===== src/rtl/debounce_pkg.sv =====
// Shared types and constants for the debounce scheduler.
// Holds the FSM encoding, default timer sizing and the channel index-width helper.
package debounce_pkg;

  typedef logic [0:0] state_t;

  localparam state_t StIdle   = 1'b0;
  localparam state_t StTiming = 1'b1;

  localparam int unsigned DefaultCntW         = 16;
  localparam int unsigned DefaultSettleCycles = 50;

  // Width of a channel index; never narrower than one bit.
  function automatic int unsigned idx_width(input int unsigned n);
    return (n > 1) ? $clog2(n) : 1;
  endfunction

endpackage


===== src/rtl/settle_timer.sv =====
// Shared settle counter: synchronous clear and enable, terminal flag at SETTLE_CYCLES-1.
// Clear has priority over enable; the counter never advances past the terminal value.
module settle_timer
  import debounce_pkg::*;
#(
  parameter int unsigned CNT_W         = DefaultCntW,
  parameter int unsigned SETTLE_CYCLES = DefaultSettleCycles
) (
  input  logic i_clk,
  input  logic i_rst,
  input  logic i_clear,
  input  logic i_enable,
  output logic o_terminal
);

  if (CNT_W < 1 || CNT_W > 31) begin : g_bad_cnt_w
    $error("settle_timer: CNT_W must be in 1..31");
  end
  if (SETTLE_CYCLES < 1 || 64'(SETTLE_CYCLES) > ((64'd1 << CNT_W) - 64'd1)) begin : g_bad_settle
    $error("settle_timer: SETTLE_CYCLES must be in 1..2^CNT_W-1");
  end

  localparam logic [CNT_W-1:0] TermVal = CNT_W'(SETTLE_CYCLES - 1);

  logic [CNT_W-1:0] r_count;

  always_ff @(posedge i_clk) begin
    if (i_rst || i_clear) begin
      r_count <= '0;
    end else if (i_enable && (r_count != TermVal)) begin
      r_count <= r_count + CNT_W'(1);
    end
  end

  assign o_terminal = (r_count == TermVal);

endmodule


===== src/rtl/debounce_scheduler.sv =====
// Round-robin debounce scheduler sharing one settle timer across N_CH switch channels.
// Edge pulses exist only when DEBOUNCE_SCHED_PULSE_EN is defined; otherwise tied to 0.
module debounce_scheduler
  import debounce_pkg::*;
#(
  parameter int unsigned N_CH          = 4,
  parameter int unsigned SETTLE_CYCLES = DefaultSettleCycles,
  parameter int unsigned CNT_W         = DefaultCntW,
  localparam int unsigned OW           = idx_width(N_CH)
) (
  input  logic            i_clk,
  input  logic            i_rst,
  input  logic [N_CH-1:0] i_sw_sync,
  output logic [N_CH-1:0] o_clean,
  output logic [N_CH-1:0] o_rise_pulse,
  output logic [N_CH-1:0] o_fall_pulse,
  output logic            o_busy,
  output logic [OW-1:0]   o_owner
);

  if (N_CH < 2 || N_CH > 16) begin : g_bad_n_ch
    $error("debounce_scheduler: N_CH must be in 2..16");
  end

  state_t          r_state;
  logic [N_CH-1:0] r_clean;
  logic [OW-1:0]   r_owner;
  logic [OW-1:0]   r_ptr;

  logic [N_CH-1:0] w_pending;
  logic [OW-1:0]   w_grant_idx;
  logic [OW-1:0]   w_owner_next;
  logic            w_found;
  logic            w_timing;
  logic            w_abort;
  logic            w_commit;
  logic            w_terminal;
  logic            w_clear;
  logic            w_enable;

  // Level-based request: a channel keeps asking until its clean bit agrees.
  assign w_pending = i_sw_sync ^ r_clean;

  // First pending channel at or above ptr, wrapping.
  always_comb begin
    logic [OW-1:0] idx;
    w_found     = 1'b0;
    w_grant_idx = '0;
    idx         = '0;
    for (int unsigned k = 0; k < N_CH; k++) begin
      idx = OW'((32'(r_ptr) + k) % N_CH);
      if (!w_found && w_pending[idx]) begin
        w_found     = 1'b1;
        w_grant_idx = idx;
      end
    end
  end

  assign w_owner_next = (r_owner == OW'(N_CH - 1)) ? '0 : r_owner + OW'(1);

  assign w_timing = (r_state == StTiming);
  assign w_abort  = w_timing && (i_sw_sync[r_owner] == r_clean[r_owner]);
  assign w_commit = w_timing && !w_abort && w_terminal;
  assign w_clear  = ((r_state == StIdle) && w_found) || w_abort;
  assign w_enable = w_timing && !w_abort;

  settle_timer #(
    .CNT_W         (CNT_W),
    .SETTLE_CYCLES (SETTLE_CYCLES)
  ) u_settle_timer (
    .i_clk      (i_clk),
    .i_rst      (i_rst),
    .i_clear    (w_clear),
    .i_enable   (w_enable),
    .o_terminal (w_terminal)
  );

  always_ff @(posedge i_clk) begin
    if (i_rst) begin
      r_state <= StIdle;
      r_clean <= '0;
      r_owner <= '0;
      r_ptr   <= '0;
    end else begin
      unique case (r_state)
        StIdle: begin
          if (w_found) begin
            r_owner <= w_grant_idx;
            r_state <= StTiming;
          end
        end
        StTiming: begin
          if (w_abort) begin
            r_state <= StIdle;
            r_ptr   <= w_owner_next;
          end else if (w_commit) begin
            r_clean[r_owner] <= i_sw_sync[r_owner];
            r_state          <= StIdle;
            r_ptr            <= w_owner_next;
          end
        end
        default: r_state <= StIdle;
      endcase
    end
  end

`ifdef DEBOUNCE_SCHED_PULSE_EN
  logic [N_CH-1:0] r_rise;
  logic [N_CH-1:0] r_fall;

  // Registered alongside the clean bit so the pulse lands in the same cycle.
  always_ff @(posedge i_clk) begin
    if (i_rst) begin
      r_rise <= '0;
      r_fall <= '0;
    end else begin
      r_rise <= '0;
      r_fall <= '0;
      if (w_commit) begin
        r_rise[r_owner] <= i_sw_sync[r_owner];
        r_fall[r_owner] <= !i_sw_sync[r_owner];
      end
    end
  end

  assign o_rise_pulse = r_rise;
  assign o_fall_pulse = r_fall;
`else
  assign o_rise_pulse = '0;
  assign o_fall_pulse = '0;
`endif

  assign o_clean = r_clean;
  assign o_busy  = w_timing;
  assign o_owner = r_owner;

endmodule


===== config.mk =====
export PLATFORM = sky130hd
export DESIGN_NAME = debounce_scheduler
export DESIGN_NICKNAME = d
export VERILOG_FILES = /design/src/rtl/debounce_pkg.sv /design/src/rtl/settle_timer.sv /design/src/rtl/debounce_scheduler.sv
export SDC_FILE = /design/constraint.sdc
export NUM_CORES = 1
export LEC_CHECK = 0
export ABC_AREA = 1
export CORE_MARGIN = 5
export CORE_UTILIZATION = 55
export CTS_CLUSTER_SIZE = 20
export DETAILED_ROUTE_END_ITERATION = 10
export PLACE_DENSITY = 0.78
export SYNTH_ARGS = -nofsm -noshare
export SYNTH_HDL_FRONTEND = slang
export SYNTH_SLANG_ARGS = --single-unit

===== constraint.sdc =====
create_clock -name i_clk -period 1.93 [get_ports i_clk]
set_input_delay 0.2895 -clock i_clk [delete_from_list [all_inputs] [get_ports i_clk]]
set_output_delay 0.2895 -clock i_clk [all_outputs]
set_load 0.03 [all_outputs]

==> run summary <==
The flip-flop and latch count after synthesis came out at 25. The area of the multi-input gates is 0.001232 mm^2. The maximum VDD drop came out at 0.0004255 V. The overflow left after global routing is 0. The initialized floorplan defines 21 standard-cell rows. For this run, the slowest stage of the critical path takes 0.70 ns. In this run the most critical hold path is launched from o_clean[0]. The cell type group with the largest total delay on the critical path is buffers and inverters.

The number of warnings issued by yosys is 0. The path depth of the worst reg2reg path is 9. The final-layout worst hold slack is 0.5207 ns. The sort of element at the end of the critical path is an output port. CTS built an H-tree with a depth of 1. By area the synthesized netlist is led by dfxtp_1 25%, nand2_1 15%, nand3_1 13%.

The startpoint type of the worst setup path is a flop. The biggest fanout along the worst timing path came out at 8. The global router's overall resource usage came out at 18.14%.

The core region area came out at 0.003416 mm^2. For this run, design rule violations remaining after detail routing come to 0. In this run the number of cells on the critical path is 1. In this run the worst setup path terminates at o_owner[1]. The post-layout worst setup margin is 0.1781 ns.

The worst hold path class is flop to flop. The leakage power figure is 0.9202 nW. After layout, the minimum clock period comes to 1.752 ns. The clock insertion delay at the later pin of the skew report is 0.32 ns.

The library cells used most frequently in the layout, excluding fill and tap cells, are 78 x nand2_1, 51 x nand3_1, 43 x inv_1, 22 x nor2_1, 22 x dfxtp_1. In this run the clock root is driven by a clkbuf_4. The congestion estimate from routability-driven global placement came to 0.9093. The first detailed-routing pass ran for 4 iterations. The number of antenna diodes in the final layout is 0. The critical path is of the flop to output port type.

The number of clock sinks seen by CTS is 25. The timing startpoint of the critical path is o_owner[1]. Buffers added to address setup during post-CTS repair amount to 0. The final layout contains 351 nets.

The cell area after synthesis came out at 0.001988 mm^2. The final route contains 1935 vias. The signal on the critical path passes through clkdlybuf4s50_1. The width of the die is 70.13 um. The number of vias per cell came out at 5.039. In this run the register-to-register setup slack is 0.24 ns. Together, buffers and inverters on the worst path number 1. The cell area power density is 1025 mW/mm^2. Setup violations remaining at the end of the flow were counted as 0. The number of nets with antenna violations after routing came out at 0.

The top-level port count is 21. The required arrival time at the worst endpoint is 1.64 ns. Clock tree synthesis inserted a total of 3 buffers. The number of slew-limit violations in the final report came to 0.

Counting along the longest clock path gives a buffer depth of 2. The TritonCTS clock tree is yes. The share of the yosys chip area belonging to registers came out at 25.17%. The leading cell type in the layout, fill and taps excluded is nand2_1. The average instance in the mapped netlist occupies 6.272 um^2. The wire length after detailed routing came out at 4236 um. The endpoint identified for the worst register-to-register timing path is u_settle_timer.r_count[2]. The slowest library cell on the worst path is clkdlybuf4s50_1. The ratio of cells with drive above 1 in the final layout is 12.13%. The number of antenna violations at the first check in global routing came out at 0. In this run the biggest area consumer among cell types represents 25.17% of the synthesized area.

The count of maximum capacitance violations is 0. The number of hold violations in the final report is 0. The number of different library cells in the post-synthesis netlist is 27. The worst setup skew after layout is 0.01058 ns. The biggest area consumer among synthesized cells is dfxtp_1.

The register area came out at 504.2 um^2. Setup repair after global routing left no endpoint under its margin. The register clock-pin slew on the reported worst setup and hold paths is 0.14 ns. The chip height came out at 70.13 um. The number of fillers in the final layout is 360. The run finished with clean final reports. The critical path data arrival time came out at 1.46 ns. In the final routed layout, each cell accounts on average for 11.03 um.

The full die area came out at 0.004918 mm^2. The HPWL after detailed placement came out at 3300 um. Relative to the synthesized area, the layout overhead comes to 11.39%.

Dividing the final minimum period by the clock period gives 90.77%. The effective utilization at floorplan is 58.21%. The number of input and output port buffers inserted came out at 12. The largest net degree at the start of global routing is 23. The initial detailed-routing violation count is 126. The upper clock frequency limit is 570.8 MHz. The launching point of the worst reg2reg path is u_settle_timer.r_count[1]. In the synthesized netlist, the number of instances is 317. The worst slack at placement is -0.08265 ns. The via count of the first global-routing pass came out at 1807. The wire length of the first global-routing pass came out at 7562 um.
## Yosys cell counts
library cell / instances
o21ai_0: 10
o21ai_1: 1
nor2_2: 10
a21oi_1: 12
conb_1: 1
o211ai_1: 1
nand3_1: 51
nand3_4: 1
nand2_2: 4
xnor2_1: 4
buf_4: 8
inv_1: 43
buf_6: 3
nand3b_1: 1
buf_2: 4
nor2_1: 22
inv_2: 2
ha_1: 6
dfxtp_1: 25
nor2_4: 1
xor2_1: 13
clkbuf_1: 1
nand2_4: 2
nor3_1: 6
nor4_1: 1
nand4_1: 6
nand2_1: 78
## stage by stage
stage	power [mW]	std cells	cell area [um^2]	util, %	TNS (ns)
after floorplan	1.604	324	2014	-	0
after global placement	2.010	380	2180	63.81	-0.4840
after detailed placement	2.027	380	2180	63.81	-0.9534
after CTS	2.255	384	2206	64.58	0
after global routing	2.467	384	2215	64.84	0
final	2.270	384	2215	64.84	0
## what timing repair did
item | CTS | global route
setup endpoints to repair | 1 | 20
gates resized for setup | 1 | 4
hold buffers | 0 | 0
## state kept, by name, summed over array words and instances, names as in the netlist
signal and flops:
u_settle_timer.r_count 16, o_clean 4, o_owner 2, r_ptr 2, o_busy 1
## area by class of cell
type                       count  share of cell area, %
inverter                      45                  7.627
sequential                    25                  22.77
multi-input combinational    238                  55.65
tap                           46                  2.599
clock buffer                   3                  1.017
timing repair buffer          26                  10.11
clock inverter                 1                 0.2260
## per-layer routing
| metal | track usage [%] | share of wire [%] |
|---|---|---|
| met5 | 0 | 0 |
| met3 | 2.726 | 4.9 |
| met1 | 20.92 | 45 |
| met4 | 7.021 | 1.8 |
| met2 | 33.26 | 48 |
## report_power, final
group	switching [mW]	leakage (nW)	internal, mW
Combinational	0.856	0.699	0.518
Clock	0.155	0.0177	0.0777
Sequential	0.0949	0.203	0.567
Total	1.11	0.920	1.16
## logic make-up (layout without fill, tap and decap cells)
logic type	Yosys count	after routing	synth area share, %
XOR/XNOR	17	17	7.489
AND/OR/NAND/NOR	183	183	42.79
buffers and inverters	61	75	14.41
AO/OA/AOI/OAI	24	24	6.168
flip-flops	25	25	25.17
other	1	8	0.1886
adder cells (fa/ha/maj)	6	6	3.776
## worst min-delay path by stage
stage	to	slack, ns	cells past startpoint
2_1_floorplan	o_busy	0.36	1
3_3_place_gp	o_clean[0]	0.51	2
3_5_place_dp	o_clean[0]	0.51	2
4_1_cts	o_clean[0]	0.53	2
5_1_grt	o_clean[0]	0.56	2
6_report	o_clean[0]	0.52	2
Note: power is estimated with default switching activity, not from simulation.
